## config.mk

```make
export PLATFORM = sky130hd
export DESIGN_NAME = rom_gen_stream_ctrl_flat
export DESIGN_NICKNAME = d
export VERILOG_FILES = /design/src/rtl/rom_gen_pkg.sv /design/src/rtl/rom_gen_stream_ctrl_if.sv /design/src/rtl/rom_gen_skid_buf.sv /design/src/rtl/rom_gen_stream_ctrl.sv /design/src/flat_wrapper.sv
export SDC_FILE = /design/constraint.sdc
export NUM_CORES = 1
export LEC_CHECK = 0
export ABC_AREA = 1
export CORE_MARGIN = 10
export CORE_UTILIZATION = 30
export DETAILED_ROUTE_END_ITERATION = 6
export PLACE_DENSITY = 0.49
export SYNTH_ARGS = -nofsm -noshare
export SYNTH_HDL_FRONTEND = slang
export SYNTH_SLANG_ARGS = --single-unit
```

## constraint.sdc

```tcl
create_clock -name clk -period 2.65 [get_ports clk]
set_clock_uncertainty 0.2 [all_clocks]
set_input_delay 0.795 -clock clk [delete_from_list [all_inputs] [get_ports clk]]
set_output_delay 0.795 -clock clk [all_outputs]
set_load 0.05 [all_outputs]
```

## src/rtl/rom_gen_pkg.sv

```systemverilog
// Shared constants and FSM state type for the generator-ROM stream controller.
package rom_gen_pkg;

  localparam int unsigned ROM_AW = 7;   // ROM address width (128 words)
  localparam int unsigned ROM_DW = 16;  // ROM word width
  localparam int unsigned BEAT_W = 8;   // output beat width
  localparam int unsigned CNT_W  = 8;   // job word-count width

  typedef enum logic [1:0] {
    ST_IDLE,
    ST_RUN,
    ST_DONE
  } state_t;

endpackage

```

## src/rtl/rom_gen_stream_ctrl_if.sv

```systemverilog
// Byte-wide valid/ready stream carrying the ROM words out of the controller.
interface rom_gen_stream_ctrl_if
  import rom_gen_pkg::*;
#(
  parameter int unsigned BW = BEAT_W
);

  logic          m_valid;
  logic [BW-1:0] m_data;
  logic          m_last;
  logic          m_ready;

  modport master (
    output m_valid,
    output m_data,
    output m_last,
    input  m_ready
  );

  modport slave (
    input  m_valid,
    input  m_data,
    input  m_last,
    output m_ready
  );

endinterface

```

## src/rtl/rom_gen_skid_buf.sv

```systemverilog
// Two-entry word FIFO that absorbs ROM read latency and downstream stalls.
// Pushes into a full buffer and pops from an empty one are ignored.
module rom_gen_skid_buf
  import rom_gen_pkg::*;
#(
  parameter int unsigned DW = ROM_DW
)(
  input  logic          clk,
  input  logic          rst_n,
  input  logic          push,
  input  logic [DW-1:0] push_data,
  input  logic          pop,
  output logic [DW-1:0] head,
  output logic [1:0]    occ
);

  logic [DW-1:0] mem [2];
  logic          wr_ptr;
  logic          rd_ptr;
  logic          do_push;
  logic          do_pop;

  // Qualify requests against current fill level.
  always_comb begin
    do_push = push && ((occ != 2'd2) || pop);
    do_pop  = pop && (occ != 2'd0);
    head    = mem[rd_ptr];
  end

  // Storage, pointers and occupancy.
  always_ff @(posedge clk or negedge rst_n) begin
    if (!rst_n) begin
      mem[0] <= '0;
      mem[1] <= '0;
      wr_ptr <= 1'b0;
      rd_ptr <= 1'b0;
      occ    <= 2'd0;
    end else begin
      if (do_push) begin
        mem[wr_ptr] <= push_data;
        wr_ptr      <= ~wr_ptr;
      end
      if (do_pop) begin
        rd_ptr <= ~rd_ptr;
      end
      case ({do_push, do_pop})
        2'b10:   occ <= occ + 2'd1;
        2'b01:   occ <= occ - 2'd1;
        default: occ <= occ;
      endcase
    end
  end

endmodule

```

## src/rtl/rom_gen_stream_ctrl.sv

```systemverilog
// Read sequencer for the 128x16 generator ROM: on start, streams word_cnt words
// from start_addr as bytes (high byte first) over a valid/ready master port.
// Optional build macro ROM_STREAM_PERF_EN adds the stall_cnt back-pressure counter.
module rom_gen_stream_ctrl
  import rom_gen_pkg::*;
#(
  parameter int unsigned AW = ROM_AW,
  parameter int unsigned DW = ROM_DW,
  parameter int unsigned BW = BEAT_W,
  parameter int unsigned CW = CNT_W
)(
  input  logic                  clk,
  input  logic                  rst_n,
  input  logic                  start,
  input  logic [AW-1:0]         start_addr,
  input  logic [CW-1:0]         word_cnt,
  output logic                  busy,
  output logic                  done,
  output logic                  rom_srst,
  output logic [AW-1:0]         rom_addr,
  input  logic [DW-1:0]         rom_dout,
  rom_gen_stream_ctrl_if.master m
`ifdef ROM_STREAM_PERF_EN
  ,
  output logic [15:0]           stall_cnt
`endif
);

  state_t        state;
  logic [CW-1:0] cnt_q;
  logic [CW-1:0] issued_q;
  logic [CW-1:0] words_out_q;
  logic          inflight_q;
  logic          byte_sel_q;

  logic [1:0]    occ;
  logic [DW-1:0] fifo_head;
  logic [DW-1:0] cur_word;
  logic          out_valid;
  logic          fire;
  logic          last_word;
  logic          last_beat;
  logic          issue;
  logic          pop;

  rom_gen_skid_buf #(
    .DW (DW)
  ) u_buf (
    .clk       (clk),
    .rst_n     (rst_n),
    .push      (inflight_q),
    .push_data (rom_dout),
    .pop       (pop),
    .head      (fifo_head),
    .occ       (occ)
  );

  // Output word selection, handshake and issue decisions.
  // An empty buffer with a word in flight presents rom_dout directly so the
  // first beat appears the cycle the ROM data does; that word is pushed into
  // the buffer the same cycle, so a stall leaves it stable as the new head.
  always_comb begin
    out_valid = (occ != 2'd0) || inflight_q;
    cur_word  = (occ != 2'd0) ? fifo_head : rom_dout;
    last_word = (words_out_q == (cnt_q - CW'(1)));
    last_beat = out_valid && byte_sel_q && last_word;
    fire      = out_valid && m.m_ready;
    pop       = fire && byte_sel_q;
    issue     = (state == ST_RUN) && (issued_q != cnt_q) &&
                ((occ + {1'b0, inflight_q}) < 2'd2);
  end

  // Drive the stream port; data and last are forced low while idle.
  always_comb begin
    m.m_valid = out_valid;
    m.m_data  = '0;
    if (out_valid) begin
      m.m_data = byte_sel_q ? cur_word[BW-1:0] : cur_word[DW-1 -: BW];
    end
    m.m_last  = last_beat;
  end

  // Job FSM with address/issue counters, in-flight flag and byte select.
  // An empty job spends two cycles in DONE (busy then done) so its done pulse
  // lands two cycles after the start strobe.
  always_ff @(posedge clk or negedge rst_n) begin
    if (!rst_n) begin
      state       <= ST_IDLE;
      busy        <= 1'b0;
      done        <= 1'b0;
      rom_srst    <= 1'b1;
      rom_addr    <= '0;
      cnt_q       <= '0;
      issued_q    <= '0;
      words_out_q <= '0;
      inflight_q  <= 1'b0;
      byte_sel_q  <= 1'b0;
    end else begin
      inflight_q <= issue;
      case (state)
        ST_IDLE: begin
          if (start) begin
            cnt_q       <= word_cnt;
            issued_q    <= '0;
            words_out_q <= '0;
            byte_sel_q  <= 1'b0;
            busy        <= 1'b1;
            rom_srst    <= 1'b0;
            if (word_cnt == '0) begin
              state <= ST_DONE;
            end else begin
              state    <= ST_RUN;
              rom_addr <= start_addr;
            end
          end
        end
        ST_RUN: begin
          if (issue) begin
            rom_addr <= rom_addr + AW'(1);
            issued_q <= issued_q + CW'(1);
          end
          if (fire) begin
            byte_sel_q <= ~byte_sel_q;
            if (byte_sel_q) begin
              words_out_q <= words_out_q + CW'(1);
            end
          end
          if (fire && last_beat) begin
            state <= ST_DONE;
            busy  <= 1'b0;
            done  <= 1'b1;
          end
        end
        ST_DONE: begin
          if (done) begin
            done     <= 1'b0;
            rom_srst <= 1'b1;
            state    <= ST_IDLE;
          end else begin
            done <= 1'b1;
            busy <= 1'b0;
          end
        end
        default: begin
          state <= ST_IDLE;
        end
      endcase
    end
  end

`ifdef ROM_STREAM_PERF_EN
  // Count RUN cycles where a beat is offered but not taken; saturating.
  always_ff @(posedge clk or negedge rst_n) begin
    if (!rst_n) begin
      stall_cnt <= 16'h0000;
    end else if ((state == ST_IDLE) && start) begin
      stall_cnt <= 16'h0000;
    end else if ((state == ST_RUN) && out_valid && !m.m_ready &&
                 (stall_cnt != 16'hFFFF)) begin
      stall_cnt <= stall_cnt + 16'd1;
    end
  end
`endif

endmodule

```

## src/flat_wrapper.sv

```systemverilog
// flat-port wrapper written by rule: the top's interface ports become plain ports
module rom_gen_stream_ctrl_flat import rom_gen_pkg::*;
#(
  parameter int unsigned AW = ROM_AW,
  parameter int unsigned DW = ROM_DW,
  parameter int unsigned BW = BEAT_W,
  parameter int unsigned CW = CNT_W
)
  (clk, rst_n, start, start_addr, word_cnt, busy, done, rom_srst, rom_addr, rom_dout, m_m_valid, m_m_data, m_m_last, m_m_ready);
  rom_gen_stream_ctrl_if #(.BW(BW)) m_i ();
  input  logic clk;
  input  logic rst_n;
  input  logic start;
  input  logic [AW-1:0] start_addr;
  input  logic [CW-1:0] word_cnt;
  output logic busy;
  output logic done;
  output logic rom_srst;
  output logic [AW-1:0] rom_addr;
  input  logic [DW-1:0] rom_dout;
  output wire logic [$bits(m_i.m_valid)-1:0] m_m_valid;
  output wire logic [$bits(m_i.m_data)-1:0] m_m_data;
  output wire logic [$bits(m_i.m_last)-1:0] m_m_last;
  input wire logic [$bits(m_i.m_ready)-1:0] m_m_ready;
  assign m_m_valid = m_i.m_valid;
  assign m_m_data = m_i.m_data;
  assign m_m_last = m_i.m_last;
  assign m_i.m_ready = m_m_ready;
  rom_gen_stream_ctrl #(.AW(AW), .DW(DW), .BW(BW), .CW(CW)) u_core (.clk(clk), .rst_n(rst_n), .start(start), .start_addr(start_addr), .word_cnt(word_cnt), .busy(busy), .done(done), .rom_srst(rom_srst), .rom_addr(rom_addr), .rom_dout(rom_dout), .m(m_i));
endmodule
```

==> results of run 1 <==
## per-stage QoR
stage                     hold slack (ps)  area, sq um  total power [mW]  util, %  cells
after floorplan                       250         4380              4.63        -    575
after global placement                259         5490              6.34     39.2    831
after detailed placement              262         5490              6.39     39.2    831
after CTS                             277         6070              7.79     43.4    884
after global routing                  303         6260              8.69     44.8    893
final                                 270         6260              8.06     44.8    893
## final cells by class
class	count	area, sq um	share of cell area [%]
clock buffers	12	267	4.25
flip-flops and latches	74	1850	29.6
inverters	68	263	4.19
multi-input cells	411	2270	36.3
clock inverters	4	25.0	0.400
well taps	180	225	3.60
repair buffers	144	1360	21.7
## Yosys cell counts (all sizes together)
library cell / number
a21boi: 1
xnor2: 9
o221ai: 8
dfrtp: 73
inv: 67
o31ai: 4
ha: 9
nor2: 55
dfstp: 1
clkinv: 1
buf: 8
and3: 1
or2: 5
nor3: 6
o211ai: 1
a21oi: 10
o21ai: 84
clkbuf: 14
xor2: 16
nand3: 23
nand2: 165
nand4: 7
nor4: 3
a22oi: 1
mux2i: 3
## repair_timing
action	CTS	global route
resized for setup	49	39
gates cloned	0	1
endpoints found under the setup margin	9	10
buffers inserted	37	8
pin swaps	14	17
## critical path, delay by kind of cell (launching register included)
family	cells	cell delay (ps)
adder cells (fa/ha/maj)	1	280
flip-flops	1	350
buffers and inverters	3	260
AND/OR/NAND/NOR	5	700
## final timing paths
path / start / endpoint / cells after the start
max: u_core.cnt_q[0] / m_m_last / 9
min: u_core.busy / u_core.busy / 2
max reg2reg: u_core.cnt_q[0] / u_core.state[1] / 15
min reg2reg: u_core.busy / u_core.busy / 2
max in group asynchronous: rst_n / u_core.rom_srst / 2
min in group asynchronous: rst_n / u_core.u_buf.mem[21] / 2
## sequential cells by signal (all words and copies together) (netlist names), 2 cells and up
| signal | cells |
|---|---|
| u_core.issued_q | 8 |
| u_core.rom_addr | 7 |
| u_core.words_out_q | 8 |
| u_core.state | 2 |
| u_core.u_buf.mem | 32 |
| u_core.cnt_q | 8 |
| u_core.u_buf.occ | 2 |
## layer usage
layer	global-route usage, %	up-vias	share of wire [%]
met4	3.21	0	0.91
met5	0	-	0
met2	20.4	90	48
met1	15.0	1900	47
li1	-	2122	-
met3	3.38	12	4.9
## logic make-up (layout without fill, tap and decap cells)
kind of cell               count (synthesis)  after routing  synth area share (%)
buffers and inverters                     90            228                  8.41
muxes                                      3              3                 0.693
adders and majority gates                  9              9                  2.60
AOI/OAI and AO/OA                        109            109                  15.3
DFF                                       74             74                  42.8
and+or+nand+nor                          265            265                  25.1
xor gates and xnor gates                  25             25                  5.05
## power groups by stage
stage | Sequential, mW | Clock (mW) | Combinational [mW]
after floorplan | 2.08 | 0 | 2.55
after global placement | 1.91 | 0 | 4.43
after detailed placement | 1.92 | 0 | 4.47
after CTS | 1.91 | 1.23 | 4.65
after global routing | 1.98 | 1.28 | 5.43
final | 1.92 | 1.19 | 4.95
==> run summary, run 1 <==
Setup WS post-layout - -294 ps
Worst-path cell chain - inv_2 > ha_4 > inv_2 > nand2_2 > nand3_2 > nor2_4 > nand3_4 > nor4_4 > buf_12
CTS Buf Count - 9
Cell taking the most area after synthesis - dfrtp_1
Slowest CP cell - nor4_4
Worst slack at placement - -236 ps
Vias in the first global route - 4129
Row Count - 43
Sw power - 3.67 mW
Total wire length - 12000 microns
Layout cells sized above 1 - 26.4%
Crit-path max cell delay - 360 ps
Synth Area per Inst - 7.53 sq um
Reg clk slew, reported paths - 60 ps
Startpoint Class - flip-flop
Vias/cell - 4.62
GP Congestion - 0.828
Post-layout min period - 2940 ps
Critical Path RT - 1660 ps
Commonest cells after routing, fill and taps aside - nand2_1 (157), buf_4 (82), dfrtp_1 (72), inv_1 (50), nor2_1 (48)
Fmax - 0.340 GHz
Main area contributors after synthesis - dfrtp_1 (42%), nand2_1 (14%), o21ai_0 (7.2%)
Clock Latency Late Sink - 330 ps
DRT iter0 DRCs - 264
Die Area - 0.0196 sq mm
Vias - 4124
First-pass GRT wire length - 20100 microns
Worst Tran Pin Value - 506 ps
Final period util - 111%
Commonest non-fill, non-tap cell in the layout - nand2_1
Reg power frac - 23.8%
Congestion Overflow GR - 0
# setup viols final - 1
Root buffer cell - clkbuf_16
HPWL after DPL - 8050 microns
Pint - 4.39 mW
RSZ-0062 raised after global routing - yes
Final #Nets - 752
Crit Path Max Fanout - 2
CTS Sinks - 74
Most common cell on crit path - inv_2
Worst Path Arrival - 1950 ps
Worst Setup Path Type - reg -> out
Gate power share - 61.4%
Synthesized flop and latch total - 74
P&R area growth vs syn - 44.6%
Peak VDD IR - 0.000551 V
Fill cell count - 1442
Slew margin rel. - 66.2%
IO Port Bufs - 54
H-tree Lvls - 3
Slew Viols, Final - 0
Clk buf depth - 2
Max cap viols - 0
Starting Density - 31.0%
Hold-fix buffers at CTS - 0
Pre-antenna DRT Iters - 4
Initial antenna violation count - 0
IO Pins - 55
All-layer global routing usage - 12.2%
Total core area - 0.0140 sq mm
Die Y - 140 microns
Cell Pwr Density - 1290 mW/mm^2
Largest net degree at the start of global routing - 75
Clock network fraction of design power - 14.8%
Mapped Area - 0.00433 sq mm
Leakage power - 3.11 nW
Min-Delay Path Class - reg -> reg
Synth unique cells - 35
DRC errors left - 0
Gate Count Post-Synth - 575
Synth Warn # - 0
CTS tree - done
# diodes - 0
Critical path endpoint category - output pin
Syn_nets - 619
Reg2reg setup slack - 430 ps
Final setup TNS - -294 ps
Post-synth top area share - 42.2%
Failing checks - negative setup slack
Hold Violations, Final - 0
Switching part of the total - 45.6%
Die X - 140 microns
Sequential fraction of the synthesis area - 42.8%
DR WL/cell - 13.5 microns
Routed Antenna Nets - 0
Status - finished, violations left
Power figures use the tool's default switching activity.
==> run 2: changes to the inputs <==
--- a/config.mk
+++ b/config.mk
@@ -6,10 +6,12 @@
 export NUM_CORES = 1
 export LEC_CHECK = 0
 export ABC_AREA = 1
+export CELL_PAD_IN_SITES_DETAIL_PLACEMENT = 2
+export CELL_PAD_IN_SITES_GLOBAL_PLACEMENT = 2
 export CORE_MARGIN = 10
 export CORE_UTILIZATION = 30
 export DETAILED_ROUTE_END_ITERATION = 6
-export PLACE_DENSITY = 0.49
+export PLACE_DENSITY = 0.76
 export SYNTH_ARGS = -nofsm -noshare
 export SYNTH_HDL_FRONTEND = slang
 export SYNTH_SLANG_ARGS = --single-unit
==> run 2 against run 1 <==
Compared with the run above: the run still ends with negative setup slack left; clock power up 15%; register-to-register slack lost 40 ps; highest routed layer unchanged; global-route usage is 3.9 points higher; largest power group unchanged; cell area grew 2.9%; critical path depth stayed put; power rose by 13%.
==> run summary, run 2 (synthesis gave the netlist of run 1 again) <==
Pint - 4.77 mW (+8.6%)
# placed instances - 830 (-0.12%)
All-layer global routing usage - 16.1% (+3.9 points)
CTS tree - done
Pre-antenna DRT Iters - 4 (unchanged)
Reg clk slew, reported paths - 70 ps (about the same)
Startpoint Class - flip-flop
CTS Buf Count - 9 (unchanged)
Largest net degree at the start of global routing - 34 (-55%)
DR WL/cell - 20.0 microns (+49%)
Final setup TNS - -659 ps (-365 ps)
Root buffer cell - clkbuf_16
Failing checks - negative setup slack
Slew margin rel. - 65.6% (-0.64 points)
Post-Route Utilization - 46.1% (+1.3 points)
Row Count - 43 (unchanged)
Slowest CP cell - dfrtp_1
Fmax - 0.340 GHz (about the same)
Metal2 WL - 9670 microns (+69%)
Gate power share - 62.4% (+1.0 points)
Worst slack at placement - -330 ps (-93.5 ps)
First-pass GRT wire length - 26100 microns (+30%)
Hold-fix buffers at CTS - 0 (unchanged)
Cell Pwr Density - 1410 mW/mm^2 (+9.5%)
Most common cell on crit path - inv_2
Flip-flop count of the largest register after layout - 32 (unchanged)
Peak VDD IR - 0.000552 V (+0.26%)
Initial antenna violation count - 0 (unchanged)
DRT iter0 DRCs - 184 (-30%)
Register Area - 0.00186 sq mm (+0.27%)
Post-layout min period - 2940 ps (-0.500 ps)
Die Area - 0.0196 sq mm (unchanged)
Min-Delay Path Class - in -> async
RSZ-0062 raised after global routing - yes
Vias/cell - 5.07 (+9.8%)
H-tree Lvls - 3 (unchanged)
Area of the multi-input gates - 0.00242 sq mm (+6.3%)
Met3 wire len - 494 microns (-17%)
Commonest non-fill, non-tap cell in the layout - nand2_1
Leakage power - 3.15 nW (+1.4%)
Setup WS post-layout - -294 ps (+0.500 ps)
Vias in the first global route - 5091 (+23%)
Largest Register - u_core.u_buf.mem
Post-place instance area - 0.00549 sq mm (about the same)
Fin Hold WS - 163 ps (-107 ps)
DRC errors left - 0 (unchanged)
Worst-path cell chain - inv_2 > ha_4 > inv_2 > nand2_1 > nand3_1 > nor2_1 > nand3_2 > nor4_4 > buf_12
Status - finished, violations left
Uppermost routed layer - met4
Final period util - 111% (about the same)
Worst r2r src - u_core.u_buf.occ[0]
Routed Antenna Nets - 0 (unchanged)
GP Congestion - 0.792 (-4.4%)
Total Power - 9.08 mW (+13%)
Switching part of the total - 47.5% (+1.9 points)
# diodes - 0 (unchanged)
P&R area growth vs syn - 48.8%
Max cap viols - 0 (unchanged)
Reg power frac - 22.6% (-1.2 points)
Critical path endpoint category - output pin
Slew Viols, Final - 0 (unchanged)
Crit Path Max Fanout - 2 (unchanged)
Starting Density - 31.0% (unchanged)
# setup viols final - 9 (+8)
Die Y - 140 microns (unchanged)
Worst Tran Pin Value - 515 ps (+9.53 ps)
Final Non-Filler Cells - 880 (-1.5%)
Congestion Overflow GR - 0 (unchanged)
Clock network fraction of design power - 15.1% (+0.3 points)
Fill cell count - 1547 (+7.3%)
Commonest cells after routing, fill and taps aside - nand2_1 (150), dfrtp_1 (68), buf_4 (62), nor2_1 (47), inv_1 (46)
Worst Path Arrival - 1950 ps (about the same)
Sw power - 4.31 mW (+17%)
Hold Violations, Final - 0 (unchanged)
Crit-path max cell delay - 370 ps (about the same)
HPWL after DPL - 10700 microns (+33%)
Metal1 wirelength - 7040 microns (+26%)
Layout cells sized above 1 - 30.9% (+4.5 points)
Final #Nets - 739 (-1.7%)
Final instance area - 0.00644 sq mm (+2.9%)
Clk buf depth - 2 (unchanged)
Worst Setup Path Type - reg -> out
Total wire length - 17600 microns (+47%)
IO Port Bufs - 54 (unchanged)
Die X - 140 microns (unchanged)
Vias - 4463 (+8.2%)
Total core area - 0.0140 sq mm (unchanged)
CTS Sinks - 74 (unchanged)
Critical Path RT - 1660 ps (about the same)
IO Pins - 55 (unchanged)
Crit. Startpoint - u_core.cnt_q[1]
Clock Latency Late Sink - 350 ps (+20 ps)
run 2: changes by cell type in the layout (fill, tap and decap cells not counted), moves of 5 or more:
| cell | delta |
|---|---|
| o21ai_1 | -12 |
| o221ai_2 | +5 |
| o21ai_2 | +21 |
| buf_4 | -20 |
| o21ai_0 | -12 |
| nand2_1 | -7 |
run 2: final cells by class:
type                       count  area share (%)
timing repair buffer         130            20.8
sequential                    74            28.8
inverter                      68            4.19
tap                          180            3.49
multi-input combinational    411            37.5
clock inverter                 5            1.20
timing repair inverter         1           0.175
clock buffer                  11            3.77
run 2: per-layer routing:
metal  vias up  track usage [%]
met5         -                0
met4         0             5.16
met3        24             2.57
met2        84             29.8
met1      2265             18.1
li1       2090                -
run 2: power by group through the flow:
stage	logic, mW	registers [mW]	clock network, mW
6_report	5.66	2.05	1.37
5_1_grt	6.15	2.11	1.44
4_1_cts	4.95	1.95	1.37
3_5_place_dp	4.62	1.96	0
3_3_place_gp	4.44	1.93	0
2_1_floorplan	2.55	2.08	0
run 2: final timing paths:
| path | end | slack, ps | cells after the start |
|---|---|---|---|
| hold reg to reg | u_core.busy | 290 | 2 |
| setup / recovery | m_m_last | -290 | 9 |
| min in group clk | u_core.busy | 290 | 2 |
| hold / removal | u_core.u_buf.mem[15] | 160 | 1 |
| max in group asynchronous | u_core.issued_q[2] | 1480 | 2 |
| setup reg to reg | u_core.words_out_q[4] | 390 | 12 |
run 2: worst max-delay path: cells and delay by family (launching register included):
| family | cells | cell delay, ps |
|---|---|---|
| and+or+nand+nor | 5 | 670 |
| DFF | 1 | 370 |
| buffers and inverters | 3 | 280 |
| adders and majority gates | 1 | 280 |
run 2: what timing repair did:
action / in CTS / in global routing
pin swaps: 12 / 31
setup buffers: 22 / 9
endpoints found under the setup margin: 9 / 13
gates cloned: 1 / 3
resized for setup: 62 / 95
==> run 3: changes to the inputs <==
--- a/config.mk
+++ b/config.mk
@@ -9,9 +9,9 @@
 export CELL_PAD_IN_SITES_DETAIL_PLACEMENT = 2
 export CELL_PAD_IN_SITES_GLOBAL_PLACEMENT = 2
 export CORE_MARGIN = 10
-export CORE_UTILIZATION = 30
+export CORE_UTILIZATION = 32
 export DETAILED_ROUTE_END_ITERATION = 6
-export PLACE_DENSITY = 0.76
+export PLACE_DENSITY = 0.81
 export SYNTH_ARGS = -nofsm -noshare
 export SYNTH_HDL_FRONTEND = slang
 export SYNTH_SLANG_ARGS = --single-unit
==> run 3 against run 2 <==
Compared with the run above: the flow still finishes with violations (negative setup slack); critical path type unchanged; sequential share of layout area increased by 0.39 points; first-iteration DRC count increased by 17%; routed wire length increased by 1.5%; critical endpoint unchanged; count of clock-buffer cells in the layout unchanged; highest routed layer unchanged; largest cell class unchanged; register-to-register slack got worse by 270 ps; via count decreased by 0.76%; clock power decreased by 6%.
==> run summary, run 3 (synthesis gave the netlist of run 1 again) <==
Switching part of the total - 48.1% (+0.57 points)
Final period util - 112% (+0.81 points)
Vias in the first global route - 5053 (-0.75%)
Pint - 4.66 mW (-2.2%)
Post-layout min period - 2970 ps (+21.5 ps)
Reg2reg setup slack - 120 ps (-270 ps)
Vias/cell - 5.07 (about the same)
Failing checks - negative setup slack
Met2 usage - 34.2% (+4.4 points)
Crit. Startpoint - u_core.cnt_q[0]
Clock Latency Late Sink - 350 ps (about the same)
Fmax - 0.337 GHz (-0.73%)
Min-Delay Path Class - in -> async
Slew Viols, Final - 0 (unchanged)
Critical path endpoint category - output pin
IO Pins - 55 (unchanged)
Pre-antenna DRT Iters - 4 (unchanged)
Clk buf depth - 2 (unchanged)
Worst Setup Path Type - reg -> out
CTS Buf Count - 9 (unchanged)
Final setup TNS - -593 ps (+66.8 ps)
Largest Register - u_core.u_buf.mem
Reg power frac - 22.4% (-0.2 points)
R2R cell count - 16 (+4)
Row Count - 42 (-2.3%)
Total wire length - 17900 microns (+1.5%)
Startpoint Class - flip-flop
Congestion Overflow GR - 0 (unchanged)
Cell Pwr Density - 1410 mW/mm^2 (+0.28%)
FF-to-FF End - u_core.state[1]
P&R area growth vs syn - 46.7%
Peak VDD IR - 0.000700 V (+27%)
Reg clk slew, reported paths - 60 ps (about the same)
Top cell family by delay on the critical path - simple AND/OR/NAND/NOR gates
Gate power share - 63.2% (+0.8 points)
Flip-flop count of the largest register after layout - 32 (unchanged)
CTS Sinks - 74 (unchanged)
Starting Density - 32.7% (+1.7 points)
Commonest cells after routing, fill and taps aside - nand2_1 (155), dfrtp_1 (69), buf_4 (57), nor2_1 (48), inv_1 (47)
Vias - 4429 (-0.76%)
DR WL/cell - 20.5 microns (+2.2%)
Routed Antenna Nets - 0 (unchanged)
DRT iter0 DRCs - 215 (+17%)
Worst Path Arrival - 1970 ps (+20 ps)
All-layer global routing usage - 17.9% (+1.9 points)
Die X - 136 microns (-2.7%)
# setup viols final - 9 (unchanged)
Root buffer cell - clkbuf_16
H-tree Lvls - 3 (unchanged)
Worst r2r src - u_core.cnt_q[0]
Die Y - 136 microns (-2.7%)
# diodes - 0 (unchanged)
Critical Path RT - 1660 ps (about the same)
Layout cells sized above 1 - 28.4% (-2.5 points)
Sw power - 4.31 mW (about the same)
Worst Tran Pin Value - 519 ps (+3.49 ps)
Clock network fraction of design power - 14.4% (-0.7 points)
Initial antenna violation count - 0 (unchanged)
Crit Path Max Fanout - 3 (+1)
IO Port Bufs - 54 (unchanged)
Max cap viols - 0 (unchanged)
Slowest CP cell - dfrtp_1
Setup WS post-layout - -315 ps (-21.5 ps)
First-pass GRT wire length - 26400 microns (+0.85%)
Final #Nets - 737 (-0.27%)
Largest net degree at the start of global routing - 36 (+5.9%)
Total core area - 0.0132 sq mm (-5.3%)
Crit-path max cell delay - 390 ps (+20 ps)
HPWL after DPL - 11500 microns (+6.8%)
Leakage power - 3.13 nW (-0.64%)
Die Area - 0.0186 sq mm (-5.4%)
GR peak layer - met2
Fin Hold WS - 209 ps (+45.7 ps)
Commonest non-fill, non-tap cell in the layout - nand2_1
Slew margin rel. - 65.4% (-0.18 points)
Met1 Use GR - 18.8% (+0.67 points)
DRC errors left - 0 (unchanged)
Hold-fix buffers at CTS - 0 (unchanged)
CP bufs+invs - 3 (unchanged)
GP Congestion - 0.786 (-0.80%)
Met3 Usage GRT - 4.65% (+2.1 points)
Status - finished, violations left
RSZ-0062 raised after global routing - yes
CTS tree - done
Worst-path cell chain - buf_4 > buf_4 > nor2_1 > nor2_1 > nand2_1 > nor2_2 > nand3_2 > nor4_4 > buf_12
Hold Violations, Final - 0 (unchanged)
[run 3: layout make-up]
cell class,instances,area (sq um)
Multi-Input combinational cell,411,2360
Fill cell,1468,6890
Inverter,68,268
Sequential cell,74,1860
Tap cell,176,220
Timing Repair Buffer,128,1340
Clock buffer,11,253
Clock inverter,5,52.6
Timing Repair inverter,1,8.76
[run 3: stage by stage]
stage | cells | power [mW] | area, sq um | setup slack [ps] | util [%]
6_report | 874 | 8.98 | 6350 | -315 | 48.0
2_1_floorplan | 575 | 4.63 | 4380 | -21.6 | -
4_1_cts | 864 | 8.29 | 6030 | -358 | 45.5
5_1_grt | 874 | 9.58 | 6350 | -449 | 48.0
3_5_place_dp | 828 | 6.69 | 5510 | -310 | 41.6
3_3_place_gp | 828 | 6.39 | 5510 | -285 | 41.6
[run 3: power by group through the flow]
stage	Sequential, mW	Combinational, mW	Clock [mW]
6_report	2.01	5.68	1.29
5_1_grt	2.07	6.13	1.37
4_1_cts	1.96	5.02	1.31
3_5_place_dp	1.96	4.73	0
3_3_place_gp	1.92	4.47	0
2_1_floorplan	2.08	2.55	0
[run 3: worst max-delay path by stage]
| stage | end | cells past startpoint |
|---|---|---|
| floorplan | m_m_last | 8 |
| global placement | m_m_data[1] | 8 |
| detailed placement | m_m_data[1] | 8 |
| CTS | m_m_last | 9 |
| global route | m_m_last | 9 |
| finish | m_m_last | 9 |
[run 3: per-layer routing]
| layer | routed length (microns) | share of wire [%] |
|---|---|---|
| met1 | 6910 | 39 |
| met2 | 10100 | 57 |
| met3 | 517 | 2.9 |
| met4 | 341 | 1.9 |
| met5 | 0 | 0 |
[run 3: timing repair]
action,CTS,global route
setup endpoints to repair,9,14
endpoints found under the hold margin,0,0
pin swaps,13,24
buffers inserted,20,7
resized for setup,64,65
gates cloned,0,3
